$ cat src/rtl/vc_pkg.sv
// Shared types and constants for the VC FIFO reader: FSM states, source ids
// and the destination-select bit position.
package vc_pkg;

    localparam int DATA_WIDTH = 6;
    localparam int DEST_BIT   = DATA_WIDTH - 1;

    typedef enum logic [1:0] {
        IDLE   = 2'd0,
        ACTIVE = 2'd1,
        STALL  = 2'd2,
        ERROR  = 2'd3
    } vc_state_e;

    typedef enum logic {
        SRC_VC0 = 1'b0,
        SRC_VC1 = 1'b1
    } vc_src_e;

    // Destination bit for an arbitrary word width (DEST_BIT covers the default).
    function automatic int dest_bit(input int width);
        return width - 1;
    endfunction

endpackage

$ cat src/rtl/vc_route_stage.sv
// Stage-2 register of the VC reader: picks the word from the in-flight source
// and steers it to D0 or D1 by its MSB.
module vc_route_stage
    import vc_pkg::*;
#(
    parameter int data_width = DATA_WIDTH
) (
    input  logic                  clk,
    input  logic                  reset,
    input  logic                  inflight_valid,
    input  vc_src_e               inflight_src,
    input  logic [data_width-1:0] vc0_data_in,
    input  logic [data_width-1:0] vc1_data_in,
    output logic [data_width-1:0] d_data_out,
    output logic                  d0_push,
    output logic                  d1_push
);

    localparam int MSB = dest_bit(data_width);

    logic [data_width-1:0] word;
    logic [data_width-1:0] d_data_d, d_data_q;
    logic                  d0_push_d, d0_push_q;
    logic                  d1_push_d, d1_push_q;

    // NOTE: every always_comb output gets a default first so no path leaves it unassigned (no latch).
    always_comb begin
        word      = (inflight_src == SRC_VC1) ? vc1_data_in : vc0_data_in;
        d_data_d  = '0;
        d0_push_d = 1'b0;
        d1_push_d = 1'b0;
        if (inflight_valid) begin
            d_data_d  = word;
            d0_push_d = ~word[MSB];
            d1_push_d = word[MSB];
        end
    end

    // NOTE: state is updated with non-blocking assignments so all flops sample pre-edge values.
    always_ff @(posedge clk or negedge reset) begin
        if (!reset) begin
            d_data_q  <= '0;
            d0_push_q <= 1'b0;
            d1_push_q <= 1'b0;
        end else begin
            d_data_q  <= d_data_d;
            d0_push_q <= d0_push_d;
            d1_push_q <= d1_push_d;
        end
    end

    assign d_data_out = d_data_q;
    assign d0_push    = d0_push_q;
    assign d1_push    = d1_push_q;

endmodule

$ cat src/rtl/vc_fifo_reader.sv
// Drains VC0/VC1 FIFOs (strict VC0 priority) into destination FIFOs D0/D1.
// Optional per-source delivered-word counters under VC_READER_STATS_EN.
module vc_fifo_reader
    import vc_pkg::*;
#(
    parameter int data_width = DATA_WIDTH
) (
    input  logic                  clk,
    input  logic                  reset,
    input  logic [data_width-1:0] vc0_data_in,
    input  logic [data_width-1:0] vc1_data_in,
    input  logic                  vc0_empty,
    input  logic                  vc1_empty,
    input  logic                  vc0_error,
    input  logic                  vc1_error,
    input  logic                  d0_almost_full,
    input  logic                  d1_almost_full,
    input  logic                  d0_full,
    input  logic                  d1_full,
    output logic                  vc0_rd_enable,
    output logic                  vc1_rd_enable,
    output logic                  d0_push,
    output logic                  d1_push,
    output logic [data_width-1:0] d_data_out,
    output logic [1:0]            state_o,
    output logic                  error_o
`ifdef VC_READER_STATS_EN
    ,
    output logic [15:0]           vc0_word_cnt,
    output logic [15:0]           vc1_word_cnt
`endif
);

    vc_state_e state_d, state_q;
    logic      error_d, error_q;
    logic      inflight_valid_d, inflight_valid_q;
    vc_src_e   inflight_src_d, inflight_src_q;
    logic      bp, any_ne, pop_ok, push_into_full;

    always_comb begin
        bp             = d0_almost_full | d0_full | d1_almost_full | d1_full;
        any_ne         = ~vc0_empty | ~vc1_empty;
        pop_ok         = (state_q != ERROR) & ~bp;
        vc0_rd_enable  = pop_ok & ~vc0_empty;
        vc1_rd_enable  = pop_ok & vc0_empty & ~vc1_empty;
        push_into_full = (d0_push & d0_full) | (d1_push & d1_full);

        if ((state_q == ERROR) | vc0_error | vc1_error | push_into_full)
            state_d = ERROR;
        else if (bp & any_ne)
            state_d = STALL;
        else if (any_ne)
            state_d = ACTIVE;
        else
            state_d = IDLE;

        error_d          = (state_d == ERROR);
        inflight_valid_d = vc0_rd_enable | vc1_rd_enable;
        inflight_src_d   = vc1_rd_enable ? SRC_VC1 : SRC_VC0;
    end

    always_ff @(posedge clk or negedge reset) begin
        if (!reset) begin
            state_q          <= IDLE;
            error_q          <= 1'b0;
            inflight_valid_q <= 1'b0;
            inflight_src_q   <= SRC_VC0;
        end else begin
            state_q          <= state_d;
            error_q          <= error_d;
            inflight_valid_q <= inflight_valid_d;
            inflight_src_q   <= inflight_src_d;
        end
    end

    assign state_o = state_q;
    assign error_o = error_q;

    // The FIFO presents the popped word one cycle after the strobe, so the
    // in-flight record lines up with the data bus for the route stage.
    vc_route_stage #(
        .data_width(data_width)
    ) u_route (
        .clk            (clk),
        .reset          (reset),
        .inflight_valid (inflight_valid_q),
        .inflight_src   (inflight_src_q),
        .vc0_data_in    (vc0_data_in),
        .vc1_data_in    (vc1_data_in),
        .d_data_out     (d_data_out),
        .d0_push        (d0_push),
        .d1_push        (d1_push)
    );

`ifdef VC_READER_STATS_EN
    logic [15:0] vc0_cnt_d, vc0_cnt_q;
    logic [15:0] vc1_cnt_d, vc1_cnt_q;

    // Counts advance on the same edge that registers the push.
    always_comb begin
        vc0_cnt_d = vc0_cnt_q;
        vc1_cnt_d = vc1_cnt_q;
        if (inflight_valid_q && inflight_src_q == SRC_VC0 && vc0_cnt_q != 16'hFFFF)
            vc0_cnt_d = vc0_cnt_q + 16'd1;
        if (inflight_valid_q && inflight_src_q == SRC_VC1 && vc1_cnt_q != 16'hFFFF)
            vc1_cnt_d = vc1_cnt_q + 16'd1;
    end

    always_ff @(posedge clk or negedge reset) begin
        if (!reset) begin
            vc0_cnt_q <= '0;
            vc1_cnt_q <= '0;
        end else begin
            vc0_cnt_q <= vc0_cnt_d;
            vc1_cnt_q <= vc1_cnt_d;
        end
    end

    assign vc0_word_cnt = vc0_cnt_q;
    assign vc1_word_cnt = vc1_cnt_q;
`endif

endmodule

$ cat config.mk
export PLATFORM = sky130hd
export DESIGN_NAME = vc_fifo_reader
export DESIGN_NICKNAME = d
export VERILOG_FILES = /design/src/rtl/vc_pkg.sv /design/src/rtl/vc_route_stage.sv /design/src/rtl/vc_fifo_reader.sv
export SDC_FILE = /design/constraint.sdc
export NUM_CORES = 1
export LEC_CHECK = 0
export BUFFER_PORTS_ARGS = -buffer_cell sky130_fd_sc_hd__buf_2
export CORE_AREA = 2 2 39 41
export DETAILED_ROUTE_END_ITERATION = 8
export DIE_AREA = 0 0 41 43
export MAX_ROUTING_LAYER = met4
export PLACE_DENSITY = 0.75
export SLEW_MARGIN = 20
export SYNTH_ARGS = -nofsm -noshare
export SYNTH_HDL_FRONTEND = slang
export SYNTH_HIERARCHICAL = 1
export SYNTH_SLANG_ARGS = --single-unit
$ cat constraint.sdc
create_clock -name clk -period 1.5 [get_ports clk]
set_clock_uncertainty 0.05 [all_clocks]
set_input_delay 0.075 -clock clk [delete_from_list [all_inputs] [get_ports clk]]
set_output_delay 0.075 -clock clk [all_outputs]
set_load 0.03 [all_outputs]
# == Word-level counts from Yosys, hierarchy flattened ==
# Index checks and enable logic that the tools add are counted.
# W data, S select, Z words.
# op_classes
eq_ne,3
n_mux,8
n_bitwise,20
# ops
op,count
$mux W6,2
$or A1 B1 Y1,9
$and A1 B1 Y1,7
$eq A2 B2 Y1 const B,2
$mux W1,4
$mux W2,2
$not A1 Y1,4
$ne A2 B2 Y1 const B,1
# totals
register_bits,13
input_bits,22
output_inout_bits,13
elab_cells,38

# == Depth between registers and ports, before layout ==
# Gate-level depths: netlist (run 1).
# depth
ltp_word,8
depth_mapped,3
depth_no_buf,2

# == Cells and area by module ==
# The synthesis (run 1) kept the hierarchy.
# by_module_without_submodules
mod,instances,cells_each,area_each_um2,seq_area_each_um2
vc_route_stage,1,22,297.8,175.2
vc_fifo_reader,1,17,222.7,125.1

# == Least setup slack after synthesis (run 1) ==
# OpenSTA, ideal clock, no wires.
# synth_path
path_kind,register to output
startpoint,"register state_q[0], in the netlist state_o[0]"
endpoint,output vc0_rd_enable
arrival_time_ns,1.431
t_required_ns,1.375
path_slack_ns,-0.056
stages_incl_launch_ff,3
path_buffers,0
cell_sequence,dfrtp_1 -> and2_1 -> nor3_1
# synth_via
elab_chain_cells,3
# synth_rtl
item,line_no,source
from (decl),vc_fifo_reader.sv:34,"vc_state_e state_d, state_q;"
from (signal assigned),vc_fifo_reader.sv:69,state_q <= state_d;
$ne A2 B2 Y1,vc_fifo_reader.sv:43,pop_ok = (state_q != ERROR) & ~bp;
$and A1 B1 Y1,vc_fifo_reader.sv:43,
$and A1 B1 Y1,vc_fifo_reader.sv:44,vc0_rd_enable = pop_ok & ~vc0_empty;
to (decl),vc_fifo_reader.sv:20,"output logic vc0_rd_enable,"
# Every way passes these cells.

# == Final worst setup path (run 1) ==
# layout_path
startpoint,"register state_q[1], in the netlist state_o[1]"
endpoint,output vc0_rd_enable
# Same word-level chain as after synthesis.

==> results of run 1 <==
sequential cells by signal, indices dropped and copies added, names as in the netlist:
name and flops:
u_route/d1_push 1, state_o 2, inflight_src_q 1, u_route/d0_push 1
error_o 1, u_route/d_data_out 5, inflight_valid_q 1
placed cells by master (no fill, tap or decap):
master and count:
a211oi_1 1, mux2i_1 6, and2_4 1, nor3_2 1, buf_2 33, clkbuf_4 3
nor2b_1 6, clkbuf_8 1, buf_4 3, dfrtp_1 12, o211ai_1 2, nor4b_4 1
nand2_1 1, and2_1 2, nor3_1 1, nor4_1 1, dlygate4sd3_1 4, or4_4 1
a22oi_1 1
power by group through the flow:
stage | Clock (mW) | Sequential [mW] | Combinational (mW)
floorplan | 0 | 0.330 | 0.0101
global placement | 0 | 0.330 | 0.0451
detailed placement | 0 | 0.330 | 0.0471
CTS | 0.260 | 0.323 | 0.0551
global route | 0.274 | 0.323 | 0.0624
finish | 0.257 | 0.323 | 0.0557
per-layer routing:
layer,global-route usage,vias up
li1,-,223
met1,0.149,225
met2,0.228,29
met3,0.0314,4
met4,0.107,0
met5,-,-
how the worst max path moves through the flow:
stage | endpoint | slack, ps
floorplan | inflight_src_q | 40
global placement | vc1_rd_enable | 160
detailed placement | vc1_rd_enable | 150
CTS | vc1_rd_enable | 9
global route | vc1_rd_enable | -20
finish | vc0_rd_enable | 40
final cells by class:
| cell class | instances | area share |
|---|---|---|
| timing repair buffer | 40 | 0.287 |
| clock buffer | 4 | 0.0457 |
| sequential | 12 | 0.379 |
| tap | 16 | 0.0252 |
| multi-input combinational | 25 | 0.263 |
worst max-delay path, delay by kind of cell (launching register included):
| family | cells | cell delay [ps] |
|---|---|---|
| buffers and inverters | 2 | 350 |
| flip-flops | 1 | 400 |
| AND/OR/NAND/NOR | 2 | 320 |
stage by stage:
step                setup WS (ps)  power [mW]  cells   util
finish                       36.8       0.635     97  0.573
global route                -18.7       0.660     97  0.573
CTS                          8.78       0.638     95  0.561
detailed placement            148       0.377     87  0.504
global placement              159       0.375     87  0.504
floorplan                    43.3       0.340     39      -
logic make-up (layout without fill, tap and decap cells):
logic type,count (synthesis),after routing,share of synthesized area
and+or+nand+nor,15,15,0.214
DFF,12,12,0.577
muxes,6,6,0.115
AOI/OAI and AO/OA,4,4,0.0577
buffers and inverters,2,44,0.0361
repair_timing:
item,CTS,global route
endpoints found under the setup margin,1,1
gates resized for setup,1,2
pin swaps,0,2
setup buffers,0,2
hold buffers,4,0
endpoints found under the hold margin,14,0
==> results.md, run 1 <==
- Met2 wire len: 626 um
- DR top layer: met4
- Syn. warnings: 6
- Final Max Tran Viols: 0
- Internal power: 503 uW
- CP Capture Type: primary output
- Pwr Density: 801 mW/mm2
- Top post-synthesis cells by count: dfrtp_1, mux2i_1, nor2b_1
- Clock transition at path regs: 70 ps
- Multi-input logic area: 209 um2
- Worst slew pin tran: 390 ps
- CTS tree: yes
- Yosys cell types: 14
- Worst IR Drop VDD: 0.414 mV
- Worst Setup SP: state_o[1]
- Nets: 104
- Reg area: 300 um2
- Hold Crit Class: input pin to flop
- Via count: 481
- Register share of total power: 0.508
- Status: completed
- Primary FF master, synth: dfrtp_1
- Syn Nets: 61
- Crit path largest cell delay: 400 ps
- CP required: 1370 ps
- DRT iter0 DRCs: 5
- Core Box Area: 0.00138 mm2
- Combinational power share: 0.088
- Met1 wire length: 458 um
- Initial core utilization: 0.376
- RSZ-0062 raised after global routing: yes
- Area after DPL: 697 um2
- Critical Path Source Type: flop
- CTS root buf: clkbuf_4
- Antenna viol nets, final: 0
- Pre-Repair DR Iteration Count: 4
- Hold Vio Cnt, Final: 0
- Sw Ratio: 0.209
- Cell Chain, Critical Path: and2_4 > buf_4 > nor3_2 > buf_2
- Leakage: 0.394 nW
- Setup TNS: 0 ps
- Max FO, Critical Path: 3
- Count of input and output buffers: 34
- Std-Cell Rows: 14
- R2R setup slack: 360 ps
- Diode count: 0
- Max_slew headroom: 0.739
- Die Width: 41 um
- CTS buffer count: 3
- Total Wirelength: 1.22 mm
- Clock latency at the later pin of the worst-skew pair: 270 ps
- P_sw: 133 uW
- Max Fclk: 683 MHz
- Largest cells by area after synthesis: dfrtp_1, mux2i_1, nor2b_1
- Finished Cell Area: 793 um2
- Post-synthesis sequential area ratio: 0.577
- WHS: 16.1 ps
- Max-cap violations: 0
- Asr flop ratio synth: 1.00
- Largest net degree at the start of global routing: 13
- Depth of the worst register-to-register path: 2
- Syn Std Cell Area: 520 um2
- Count leader, synth: dfrtp_1
- First-pass GRT wire length: 1.62 mm
- Synth Instances: 39
- Critical path class: flop to primary output
- Final setup violation count: 0
- Clk buf depth: 2
- Synth top area share: 0.577
- DP Wirelength: 842 um
- Met3 WL: 106 um
- FF-to-FF End: state_o[1]
- Global Route Usage Sum: 0.145
- Layout cells sized above 1: 0.543
- Area Growth Syn to Fin: 52.4%
- Final min period: 1460 ps
- Vias per Instance: 4.96
- Slowest CP cell: dfrtp_1
- Die H: 43 um
- GPL Wtd Cong: 0.765
- Clock Power Share: 0.404
- Post-route clock period utilization: 0.975
- Die ar.: 0.00176 mm2
- Initial antenna violation count: 0
- Hold Crit Start: vc0_data_in[0]
- Layout fillers: 123
- WHS Endpoint: u_route/d_data_out[0]
- Yosys reg bits: 12
- Min-Delay Path Depth: 3
- Wire length per cell: 12.6 um
- Io pins: 35
- Avg Cell Area, Syn: 13.3 um2
- Arrival time worst endpoint: 1340 ps
- Clk sinks: 12
- Biggest area consumer among synthesized cells: dfrtp_1
- Worst flop-to-flop path startpoint: state_o[0]
- Post-synth EDFFs: 0
- DR DRC count: 0
- Vias in the first global route: 402
- Grt total ovfl: 0
- H-tree Lvls: 1
Power figures use the tool's default switching activity.
==> inputs of run 2 (changes only) <==
BUFFER_PORTS_ARGS = default   (was -buffer_cell sky130_fd_sc_hd__buf_2)
DONT_BUFFER_PORTS = 1   (was default)
PLACE_DENSITY = 0.52   (was 0.75)
==> run 2 against run 1 <==
Net effect: via count is 11% lower; die area stayed put; worst setup slack better by 67 ps; combinational power is 13% higher; largest cell class unchanged.
==> results.md, run 2 (synthesized netlist as in run 1, its figures left out) <==
- Depth of the worst register-to-register path: 2 (unchanged)
- RSZ-0062 raised after global routing: no
- H-tree Lvls: 1 (unchanged)
- Via count: 428 (-11%)
- Arrival time worst endpoint: 1270 ps (-70 ps)
- Die ar.: 0.00176 mm2 (unchanged)
- CP required: 1370 ps (about the same)
- CTS tree: yes
- Slowest CP cell: dfrtp_1
- Layout fillers: 110 (-11%)
- Leakage: 0.331 nW (-16%)
- Clk sinks: 12 (unchanged)
- Worst slew pin tran: 520 ps (+130 ps)
- Vias in the first global route: 454 (+13%)
- Wire length per cell: 15.2 um (+20%)
- Max Fclk: 716 MHz (+4.8%)
- Final Max Tran Viols: 0 (unchanged)
- Die H: 43 um (unchanged)
- Initial antenna violation count: 0 (unchanged)
- Min-Delay Path Depth: 2 (-1)
- Critical Path Source Type: flop
- Die Width: 41 um (unchanged)
- CTS root buf: clkbuf_4
- DR DRC count: 0 (unchanged)
- Antenna viol nets, final: 0 (unchanged)
- Max_slew headroom: 0.652 (-0.0865)
- Layout cells sized above 1: 0.194 (-0.349)
- Nets: 91 (-13%)
- Initial core utilization: 0.376 (unchanged)
- Global Route Usage Sum: 0.165 (+0.0199)
- First-pass GRT wire length: 1.84 mm (+13%)
- Core Util, Final: 0.586 (+0.0127)
- CTS buffer count: 3 (unchanged)
- Final setup violation count: 0 (unchanged)
- Final min period: 1400 ps (-67.3 ps)
- Max FO, Critical Path: 3 (unchanged)
- Status: completed
- Clock transition at path regs: 70 ps (about the same)
- Total power: 570 uW (-10%)
- GPL Wtd Cong: 0.663 (-13%)
- Std-Cell Rows: 14 (unchanged)
- Finished Cell Area: 811 um2 (+2.2%)
- Diode count: 0 (unchanged)
- Post-route clock period utilization: 0.931 (-0.0448)
- Setup TNS: 0 ps (unchanged)
- Clock latency at the later pin of the worst-skew pair: 260 ps (about the same)
- Critical path class: flop to primary output
- Commonest non-fill, non-tap cell in the layout: dlygate4sd3_1
- Io pins: 35 (unchanged)
- Total Wirelength: 1.26 mm (+3.0%)
- Clk buf depth: 2 (unchanged)
- Largest net degree at the start of global routing: 13 (unchanged)
- Pwr Density: 703 mW/mm2 (-12%)
- Top Family by Delay on Critical Path: simple AND/OR/NAND/NOR gates
- DP Wirelength: 805 um (-4.4%)
- Largest register FFs: 5 (unchanged)
- Worst IR Drop VDD: 0.378 mV (-8.6%)
- DRT iter0 DRCs: 3 (-2)
- CP Capture Type: primary output
- Pre-Repair DR Iteration Count: 3 (-1)
- Hold Crit Class: input pin to flop
- Worst Path Buf+Inv: 1 (-1)
- Area Growth Syn to Fin: 55.8%
- Hold Vio Cnt, Final: 0 (unchanged)
- WHS: 9.79 ps (-6.35 ps)
- Crit path largest cell delay: 390 ps (about the same)
- Most frequent cells in the layout: dlygate4sd3_1, dfrtp_1, mux2i_1, nor2b_1, buf_4
- Vias per Instance: 5.16 (+4.0%)
- Count of input and output buffers: 0 (-100%)
- Core Box Area: 0.00138 mm2 (unchanged)
- Grt total ovfl: 0 (unchanged)
- Area after DPL: 564 um2 (-19%)
- Cell Chain, Critical Path: and2_4 > nor4b_4 > buf_6
- Max-cap violations: 0 (unchanged)
- Instance count on the critical path: 3 (-1)
[run 2: final timing paths]
check / start / end / slack (ps)
max reg2reg: u_route/d0_push / state_o[0] / 340
min: vc0_empty / inflight_valid_q / 10
min in group asynchronous: reset / error_o / 180
max: state_o[0] / vc1_rd_enable / 100
max in group asynchronous: reset / u_route/d_data_out[4] / 880
min reg2reg: u_route/d1_push / error_o / 530
[run 2: stage by stage]
| stage | setup slack (ps) | std cells |
|---|---|---|
| 4_1_cts | 15.3 | 83 |
| 2_1_floorplan | 43.3 | 39 |
| 3_3_place_gp | 282 | 58 |
| 5_1_grt | 50.4 | 83 |
| 3_5_place_dp | 257 | 58 |
| 6_report | 104 | 83 |
[run 2: layout make-up]
| type | instances | area [um2] | area share |
|---|---|---|---|
| Timing Repair Buffer | 27 | 259 | 0.319 |
| Sequential cell | 12 | 300 | 0.370 |
| Tap cell | 16 | 20.0 | 0.0247 |
| Clock buffer | 3 | 22.5 | 0.0278 |
| Multi-Input combinational cell | 25 | 209 | 0.258 |
[run 2: metal layers]
metal / part of all wire / track usage
met3: 0.070 / 0.0366
met1: 0.34 / 0.162
met4: 0.018 / 0.0733
met2: 0.57 / 0.288
met5: 0 / -
[run 2: power by group]
part           switching (mW)  leakage, nW  internal, mW  total [mW]
combinational          0.0210        0.165        0.0420      0.0630
sequential                  0        0.152         0.323       0.323
clock                  0.0906       0.0138        0.0925       0.183
total                   0.112        0.331         0.458       0.570
[run 2: repair_timing]
item	in CTS	in global routing
pin swaps	1	1
hold buffers	21	0
buffers inserted	1	0
setup endpoints to repair	1	1
resized for setup	2	1
hold endpoints to repair	23	0
[run 2: worst register-to-register path, cell delays in order, from the launching register on]
cell and delay, ps:
dfrtp_1 500, a22oi_1 330, o211ai_1 150
==> inputs of run 3 (changes only) <==
PLACE_DENSITY = 0.54   (was 0.52)
clock period = 1.1 ns   (was 1.5 ns; I/O delays follow)
==> run 3 against run 2 <==
Net effect: the flow now finishes with violations (hold timing, setup timing); die area unchanged; power up 39%; flip-flop and latch count stayed put; non-clock buffer count did not move; worst hold slack worse by 200 ps; cell area rose by 2.3%; utilization rose by 1.4 points; critical path depth unchanged; combinational power up 17%; critical path type unchanged; largest cell class unchanged.
==> results.md, run 3 (synthesized netlist as in run 1, its figures left out) <==
- Status: complete, but fails checks
- Violated checks: hold timing, setup timing
- CTS root buf: clkbuf_4
- Diode count: 0 (unchanged)
- Vias per Instance: 5.00 (-3.0%)
- Clk buf depth: 2 (unchanged)
- Quantity of hold-fixing buffers added after cts: 16 (-24%)
- Core Box Area: 0.00138 mm2 (unchanged)
- Initial antenna violation count: 0 (unchanged)
- Final Max Tran Viols: 0 (unchanged)
- CTS tree: yes
- Pre-Repair DR Iteration Count: 2 (-1)
- Worst slew pin tran: 537 ps (+16.8 ps)
- Leakage: 0.339 nW (+2.6%)
- Global Route Usage Sum: 0.167 (+0.00226)
- Min-Delay Path Depth: 1 (-1)
- Clock transition at path regs: 80 ps (about the same)
- P_sw: 164 uW (+47%)
- Internal power: 628 uW (+37%)
- Max-cap violations: 0 (unchanged)
- Placed cells: 61 (+5.2%)
- Std-Cell Rows: 14 (unchanged)
- DP Wirelength: 858 um (+6.5%)
- Largest register FFs: 5 (unchanged)
- Non-Filler Instances: 84 (+1.2%)
- Nets: 91 (unchanged)
- Die Width: 41 um (unchanged)
- Register share of total power: 0.556 (-0.012)
- Cell Chain, Critical Path: and2_4 > nor4b_4 > buf_6
- Layout cells sized above 1: 0.324 (+0.129)
- Crit path largest cell delay: 400 ps (about the same)
- Core Util, Final: 0.599 (+0.0136)
- H-tree Lvls: 1 (unchanged)
- Most frequent cells in the layout: dlygate4sd3_1, dfrtp_1, buf_4, mux2i_1, nor2b_1
- DRT iter0 DRCs: 2 (-1)
- Hold Crit Class: input pin to flop
- Grt total ovfl: 0 (unchanged)
- Clk sinks: 12 (unchanged)
- Total Wirelength: 1.23 mm (-2.3%)
- Die ar.: 0.00176 mm2 (unchanged)
- GPL Wtd Cong: 0.655 (-1.3%)
- Pwr Density: 955 mW/mm2 (+36%)
- Max FO, Critical Path: 2 (-1)
- Depth of the worst register-to-register path: 4 (+2)
- Combinational power share: 0.093 (-0.018)
- RSZ-0062 raised after global routing: yes
- Total power: 792 uW (+39%)
- PnR worst setup slack: -330 ps (-434 ps)
- DR DRC count: 0 (unchanged)
- Post-Place Setup Slack: -85.8 ps (-343 ps)
- CP required: 1000 ps (-370 ps)
- Antenna viol nets, final: 0 (unchanged)
- Max_slew headroom: 0.641 (-0.0112)
- Io pins: 35 (unchanged)
- Largest net degree at the start of global routing: 13 (unchanged)
- WHS: -190 ps (-199 ps)
- Commonest non-fill, non-tap cell in the layout: dlygate4sd3_1
- Via count: 420 (-1.9%)
- Clock Power Share: 0.350 (+0.028)
- Post-route clock period utilization: 1.30
- Initial core utilization: 0.376 (unchanged)
- Max Fclk: 699 MHz
- Area after DPL: 592 um2 (+4.9%)
- Hold Vio Cnt, Final: 4 (+4)
- Slowest CP cell: dfrtp_2
- CP Capture Type: primary output
- Final min period: 1430 ps
- Setup TNS: -978 ps (-978 ps)
- Finished Cell Area: 830 um2 (+2.3%)
- CTS buffer count: 3 (unchanged)
- Worst IR Drop VDD: 0.594 mV (+57%)
- Critical path class: flop to primary output
- Sw Ratio: 0.207 (+0.0110)
- Vias in the first global route: 445 (-2.0%)
- Die H: 43 um (unchanged)
- First-pass GRT wire length: 1.90 mm (+3.8%)
- Clock latency at the later pin of the worst-skew pair: 260 ps (about the same)
- Arrival time worst endpoint: 1330 ps (+60 ps)
- Count of input and output buffers: 0 (unchanged)
- Wire length per cell: 14.6 um (-3.5%)
- Area Growth Syn to Fin: 59.4%
- Critical Path Source Type: flop
- Final setup violation count: 6 (+6)
-- run 3: cell types whose count changed in the layout (fill, tap and decap cells not counted), sizes merged --
cell         change
dlygate4sd3      -5
buf              +5
clkbuf           +1
-- run 3: worst max-delay path: cells and delay by family (launching register included) --
kind                   cells  cell delay, ps
buffers and inverters      1             180
DFF                        1             400
and+or+nand+nor            2             480
-- run 3: power groups by stage --
stage	sequential (mW)	clock [mW]	combinational (mW)
6_report	0.441	0.278	0.0738
5_1_grt	0.441	0.306	0.0813
4_1_cts	0.441	0.281	0.0727
3_5_place_dp	0.450	0	0.0176
3_3_place_gp	0.450	0	0.0161
2_1_floorplan	0.450	0	0.0140
-- run 3: timing repair --
action                                  4_1_cts  5_1_grt
endpoints found under the setup margin        5        6
pin swaps                                     2        1
endpoints found under the hold margin        24        4
resized for setup                             3        4
buffers inserted                              2        1
-- run 3: worst paths after layout --
| kind | startpoint | endpoint | slack [ps] |
|---|---|---|---|
| min reg2reg | u_route/d1_push | error_o | 520 |
| max reg2reg | state_o[0] | state_o[1] | -130 |
| min | vc1_empty | inflight_src_q | -190 |
| min in group asynchronous | reset | error_o | 150 |
| max | state_o[0] | vc1_rd_enable | -330 |
| max in group asynchronous | reset | inflight_src_q | 450 |
-- run 3: metal layers --
layer	part of all wire	routed length, um	up-vias	track usage
li1	-	-	197	-
met1	0.35	433	204	0.163
met2	0.59	720	17	0.288
met3	0.053	65	2	0.0576
met4	0.0081	10	0	0.0600
met5	0	0	-	-
-- run 3: cell type report --
class,count,area [um2]
repair buffers,27,258
multi-input cells,25,221
clock buffers,4,26.3
well taps,16,20.0
flip-flops and latches,12,304
fillers,113,554
